$ cat config.mk
export PLATFORM = sky130hd
export DESIGN_NAME = quick_node_p
export DESIGN_NICKNAME = d
export VERILOG_FILES = /design/src/rtl/quickq_pkg.sv /design/src/rtl/pq_cmp.sv /design/src/rtl/quick_node_p.sv
export SDC_FILE = /design/constraint.sdc
export NUM_CORES = 1
export LEC_CHECK = 0
export CORE_ASPECT_RATIO = 2
export CORE_MARGIN = 2
export CORE_UTILIZATION = 50
export CTS_BUF_LIST = sky130_fd_sc_hd__clkbuf_16
export DETAILED_ROUTE_END_ITERATION = 10
export DONT_BUFFER_PORTS = 1
export GPL_TIMING_DRIVEN = 1
export MAX_ROUTING_LAYER = met4
export SYNTH_ARGS = -nofsm -noshare
export SYNTH_HDL_FRONTEND = slang
export SYNTH_SLANG_ARGS = --single-unit
export TNS_END_PERCENT = 10
$ cat constraint.sdc
create_clock -name clk -period 5.9 [get_ports clk]
set_input_delay 0.885 -clock clk [delete_from_list [all_inputs] [get_ports clk]]
set_output_delay 0.885 -clock clk [all_outputs]
set_load 0.05 [all_outputs]
$ cat src/rtl/quickq_pkg.sv
// Shared constants and the decoded command type for QuickQ priority-queue nodes.
package quickq_pkg;

    localparam int KEY_W_DEF = 16;
    localparam int VAL_W_DEF = 16;
    localparam int DEPTH_DEF = 4;

    typedef enum logic [1:0] {
        OP_NOP,
        OP_WR,
        OP_RD,
        OP_RW
    } op_e;

endpackage

$ cat src/rtl/pq_cmp.sv
// Key ordering primitive: precedes is 1 when key a belongs strictly ahead of key b.
module pq_cmp #(
    parameter int KEY_W     = 16,
    parameter int MIN_FIRST = 1
) (
    input  logic [KEY_W-1:0] a_key,
    input  logic [KEY_W-1:0] b_key,
    output logic             precedes
);

    // Strict compare: equal keys never precede, which keeps older entries ahead.
    assign precedes = (MIN_FIRST != 0) ? (a_key < b_key) : (a_key > b_key);

endmodule

$ cat src/rtl/quick_node_p.sv
// One systolic priority-queue node holding DEPTH sorted entries, head in slot 0.
// Overflow spills the last entry to the right node; reads refill from the right head.
module quick_node_p
    import quickq_pkg::*;
#(
    parameter int KEY_W     = KEY_W_DEF,
    parameter int VAL_W     = VAL_W_DEF,
    parameter int DEPTH     = DEPTH_DEF,
    parameter int MIN_FIRST = 1,
    localparam int W        = KEY_W + VAL_W,
    localparam int CW       = $clog2(DEPTH + 1)
) (
    input  logic          clk,
    input  logic          reset_i,
    output logic          reset_o,
    input  logic          write_i,
    input  logic          read_i,
    input  logic [W-1:0]  data_lt_i,
    output logic [W-1:0]  data_lt_o,
    output logic          valid_lt_o,
    output logic [W-1:0]  data_rt_o,
    output logic          write_o,
    output logic          read_o,
    input  logic [W-1:0]  data_rt_i,
    input  logic          valid_rt_i,
    output logic          ready_o,
    output logic [CW-1:0] count_o,
    output logic          full_o,
    output logic          err_o
);

    // Handshake: write_i/read_i are taken only in a cycle where ready_o is high;
    // an accepted command drops ready_o for exactly the next cycle, and any
    // command presented while ready_o is low is dropped and latches err_o.

    logic [W-1:0]  slot_q [DEPTH];
    logic [W-1:0]  slot_d [DEPTH];
    logic [W-1:0]  base   [DEPTH];
    logic [W-1:0]  ins    [DEPTH+1];
    logic [DEPTH-1:0] new_first;
    logic [CW-1:0] count_q, count_d;
    logic [W-1:0]  rt_q, rt_d;
    logic          ready_q, ready_d;
    logic          err_q, err_d, err_set;
    logic          wr_q, wr_d;
    logic          rd_q, rd_d;
    logic          rst_q;
    op_e           op;
    int            cnt, base_cnt, pos, cnt_n;

    for (genvar g = 0; g < DEPTH; g++) begin : g_cmp
        pq_cmp #(
            .KEY_W     (KEY_W),
            .MIN_FIRST (MIN_FIRST)
        ) u_cmp (
            .a_key    (data_lt_i[W-1 -: KEY_W]),
            .b_key    (base[g][W-1 -: KEY_W]),
            .precedes (new_first[g])
        );
    end

    // Decode the command and form the entry set the new key is inserted into.
    always_comb begin
        cnt      = int'(count_q);
        op       = OP_NOP;
        err_set  = 1'b0;
        base_cnt = cnt;
        if (write_i || read_i) begin
            if (!ready_q)                op      = OP_NOP;
            else if (write_i && read_i)  op      = OP_RW;
            else if (write_i)            op      = OP_WR;
            else if (cnt != 0)           op      = OP_RD;
            if (!ready_q || (read_i && !write_i && cnt == 0)) err_set = 1'b1;
        end
        for (int i = 0; i < DEPTH; i++) base[i] = slot_q[i];
        if (op == OP_RW && cnt != 0) begin
            base_cnt = cnt - 1;
            for (int i = 0; i < DEPTH - 1; i++) base[i] = slot_q[i+1];
            base[DEPTH-1] = '0;
        end
    end

    // Entries that the new key does not precede form a prefix; insert after it.
    always_comb begin
        pos = 0;
        for (int i = 0; i < DEPTH; i++) begin
            if (i < base_cnt && !new_first[i]) pos = i + 1;
        end
        ins[0] = (pos == 0) ? data_lt_i : base[0];
        for (int i = 1; i < DEPTH; i++) begin
            if (i < pos)       ins[i] = base[i];
            else if (i == pos) ins[i] = data_lt_i;
            else               ins[i] = base[i-1];
        end
        ins[DEPTH] = (pos == DEPTH) ? data_lt_i : base[DEPTH-1];
    end

    always_comb begin
        for (int i = 0; i < DEPTH; i++) slot_d[i] = slot_q[i];
        cnt_n   = cnt;
        rt_d    = rt_q;
        wr_d    = 1'b0;
        rd_d    = 1'b0;
        err_d   = err_q | err_set;
        ready_d = (op == OP_NOP);
        case (op)
            OP_WR, OP_RW: begin
                for (int i = 0; i < DEPTH; i++) slot_d[i] = ins[i];
                if (op == OP_WR && cnt == DEPTH) begin
                    rt_d = ins[DEPTH];
                    wr_d = 1'b1;
                end else begin
                    cnt_n = base_cnt + 1;
                end
            end
            OP_RD: begin
                for (int i = 0; i < DEPTH - 1; i++) slot_d[i] = slot_q[i+1];
                if (cnt == DEPTH && valid_rt_i) begin
                    slot_d[DEPTH-1] = data_rt_i;
                    rd_d            = 1'b1;
                end else begin
                    slot_d[DEPTH-1] = '0;
                    cnt_n           = cnt - 1;
                end
            end
            default: ;
        endcase
        // Unoccupied slots are kept zero so the head reads 0 when empty.
        for (int i = 0; i < DEPTH; i++) begin
            if (i >= cnt_n) slot_d[i] = '0;
        end
        count_d = CW'(cnt_n);
    end

    always_ff @(posedge clk) begin
        rst_q <= reset_i;
        if (reset_i) begin
            for (int i = 0; i < DEPTH; i++) slot_q[i] <= '0;
            count_q <= '0;
            rt_q    <= '0;
            ready_q <= 1'b1;
            err_q   <= 1'b0;
            wr_q    <= 1'b0;
            rd_q    <= 1'b0;
        end else begin
            for (int i = 0; i < DEPTH; i++) slot_q[i] <= slot_d[i];
            count_q <= count_d;
            rt_q    <= rt_d;
            ready_q <= ready_d;
            err_q   <= err_d;
            wr_q    <= wr_d;
            rd_q    <= rd_d;
        end
    end

    assign reset_o    = rst_q;
    assign data_lt_o  = slot_q[0];
    assign valid_lt_o = (count_q != '0);
    assign data_rt_o  = rt_q;
    assign write_o    = wr_q;
    assign read_o     = rd_q;
    assign ready_o    = ready_q;
    assign count_o    = count_q;
    assign full_o     = (count_q == CW'(DEPTH));
    assign err_o      = err_q;

endmodule

==> impl_metrics.toml <==
[outcome]
status = "finished with violations"
violations = "design-rule violations"

[yosys]
synth.cell_area_um2 = 11900
synth_area_per_cell_um2 = 7.47
yosysSeqAreaShare_pct = 28.3
yosysMostFrequentCell = "nand2_1"
synthArstFlopShare_pct = 0
synth_cells = 1593
synth_edf_count = 0
dominantRegCellSynth = "dfxtp_1"
synth_fp_nets = 1729
synth_seq_cells = 168
ys_warn_count = 0
synth_largest_area_cell = "dfxtp_1"
ys_types = 71
synth_top_cell_area_share_pct = 28.3
ys_top_cells_by_count = "229 x nand2_1, 168 x dfxtp_1, 149 x nor2_1"
yosys-top-cells-area = "dfxtp_1 28%, nand2_1 7.2%, ha_1 7.0%"

[sta]
tightest_slew_ns = 1.13
rsz0062_at_grt = "no"
whs_ns = 0.474
min_period_ns = 5.54
max_freq_ghz = 0.180
hold_violations = 0
slew_viol_final = 0
fin_skew_ns = 0.00940
max_slew_margin_pct = 24.4
fin_crit_sh_pct = 93.9
final.setup.tns_ns = 0
setup_viol = 0

[worst_setup_path]
cp.arrival_ns = 5.89
worstPathCellList = "inv_1 -> ha_1 -> nor2b_1 -> inv_2 -> nand2_4 -> buf_4 -> mux2i_1 -> ha_1 -> a21oi_1 -> a21oi_1 -> a2111oi_0 -> a221o_2 -> buf_4 -> a31oi_1 -> o31ai_1 -> o21ai_1"
worstSetupPathType = "reg2reg"
cp-start-kind = "register"
worstPathRequired_ns = 6.24
cp-end-kind = "register"
critPathSlowestCell = "a2111oi_0"
cpPeakStageDelay_ns = 0.62
crit_fanout = 53

[floorplanning]
die_h_um = 222
die_area_um2 = 25100
start_util_pct = 51.0
coreArea_um2 = 23300
rows = 79
io_pins = 143
die_x_um = 113

[detailed_routing]
ant_nets = 0
firstDrtPassIters = 11
post_drt_wl_per_cell_um = 27.8
drt-initial-drc-count = 1126
drc = 5
vias = 12600
avgViaCountPerCell = 7.09
drt_wl_total_um = 49400

[cells_and_area]
layout-drive-gt1-share_pct = 7.15
areaGrowthSynthToFinish_pct = 4.54
multi_input_area_um2 = 7720
layout.area.seq_um2 = 3360
num-nets-final = 1620
fill_cells = 2295
utilization_pct = 53.3

[placed_design]
portBuffers = 0
hpwl_um = 35800
gp_congestion = 0.993

[clocking]
cts_tree = "built"
clock_path_buffers = 2
cts.clk_slew.worst_paths_ns = 0.07
ctsHoldBuffers = 0
clk_latency_ns = 0.46
cts_root_buffer = "clkbuf_16"
cts_made_buffers = 17
cts-htree-levels = 4
clock-sinks = 168

[grt]
grt_pass1_wl_um = 73300
grt_max_degree = 72
grtUsageTotal_pct = 39.8
antenna_found_initial = 1
grt_overflow = 0
grt_pass1_vias = 12300

[power]
power_mw = 4.71
max-vdd-ir-drop_v = 0.000240
powerDensity_nw_per_um2 = 378
p_leak_nw = 4.34

[min_path]
hp-class = "in2reg"

[run]
drv_cap = 0
-- layout make-up --
class | instances | share of cell area, %
inverter | 21 | 0.634
antenna | 1 | 0.0201
sequential | 168 | 27.0
clock buffer | 17 | 3.42
clock inverter | 14 | 1.40
tap | 283 | 2.85
timing repair buffer | 41 | 2.58
multi-input combinational | 1235 | 62.1
-- logic make-up (layout without fill, tap and decap cells) --
family,Yosys count,count (layout),share of synthesized area (%)
compound gates,533,533,31.0
xor+xnor,1,1,0.0737
fa+ha+maj,67,67,7.05
buf+inv,190,93,7.46
flops,168,168,28.3
mux,61,61,5.14
other cells,0,1,0
simple gates,573,573,21.0
-- path summary, 6_finish.rpt --
| check | startpoint | endpoint | slack (ns) | cells past startpoint |
|---|---|---|---|---|
| max | count_o[0]$_SDFF_PP0_ | slot_q[0][39]$_SDFFE_PP0P_ | 0.36 | 16 |
| min reg2reg | slot_q[0][33]$_SDFFE_PP0P_ | slot_q[0][33]$_SDFFE_PP0P_ | 0.51 | 2 |
| min | reset_i | reset_o$_DFF_P_ | 0.47 | 0 |
| max reg2reg | count_o[0]$_SDFF_PP0_ | slot_q[0][39]$_SDFFE_PP0P_ | 0.36 | 16 |
-- flip-flops by register name, indices dropped and copies added, names as in the netlist --
register,count
count_o,3
data_rt_o,32
err_o,1
read_o,1
ready_o,1
reset_o,1
slot_q,128
write_o,1
-- power by group --
group	total (mW)	switching, mW	internal, mW	leakage (nW)
Clock	1.20	0.534	0.667	0.287
Sequential	1.54	0.305	1.23	1.36
Combinational	1.97	1.30	0.669	2.69
-- cell usage in the layout (no fill, tap or decap), types with 4 or more instances in the layout --
master	Yosys	layout
nor3_1	55	55
dfxtp_1	168	168
mux2i_1	60	60
nand3_1	75	75
a22oi_1	27	27
o21ai_1	16	15
nand2b_1	4	4
o211ai_1	13	13
a21o_1	7	7
o31ai_1	24	24
nor2b_1	5	5
or3_1	9	9
a221o_1	28	27
inv_1	20	20
nand4_1	14	14
o221ai_1	4	4
a21oi_1	62	62
o21ai_0	112	112
a211oi_1	71	71
a211oi_2	4	4
and2_1	8	8
ha_1	67	67
buf_4	35	40
a211o_1	5	5
a311oi_2	4	4
a31oi_1	29	29
o22ai_1	64	64
a2111oi_0	9	9
nand2_1	229	228
a311oi_1	18	18
o21a_1	8	7
clkbuf_16	0	17
and3_1	7	7
nor2_1	149	146
-- worst max-delay path: cells and delay by family, from the launching register on --
kind            cells  cell delay [ns]
buf+inv             4             1.17
simple gates        2             0.91
mux                 1             0.39
flops               1             0.31
compound gates      7             1.91
fa+ha+maj           2             0.70
-- repair_timing --
| item | 4_1_cts | 5_1_grt |
|---|---|---|
| setup endpoints to repair | 0 | 28 |
| setup buffers | 0 | 4 |
| resized for setup | 0 | 1 |
-- metrics by stage --
stage / instances / worst slack, ns / cell area [um2]
after floorplan: 1593 / 0.857 / 11900
after global placement: 1744 / 0.401 / 11800
after detailed placement: 1744 / 0.332 / 11800
after CTS: 1775 / 0.250 / 12400
after global routing: 1780 / 0.0251 / 12400
final: 1780 / 0.358 / 12400
-- per-layer routing --
| layer | part of all wire (%) | global-route usage [%] | routed length, um | vias to the layer above |
|---|---|---|---|---|
| met1 | 31 | 35.3 | 15300 | 5975 |
| met2 | 52 | 69.4 | 25700 | 640 |
| met4 | 11 | 37.3 | 5630 | 0 |
| li1 | - | - | - | 5722 |
| met3 | 5.5 | 6.86 | 2740 | 281 |
| met5 | 0 | - | 0 | - |
Note: power is estimated with default switching activity, not from simulation.
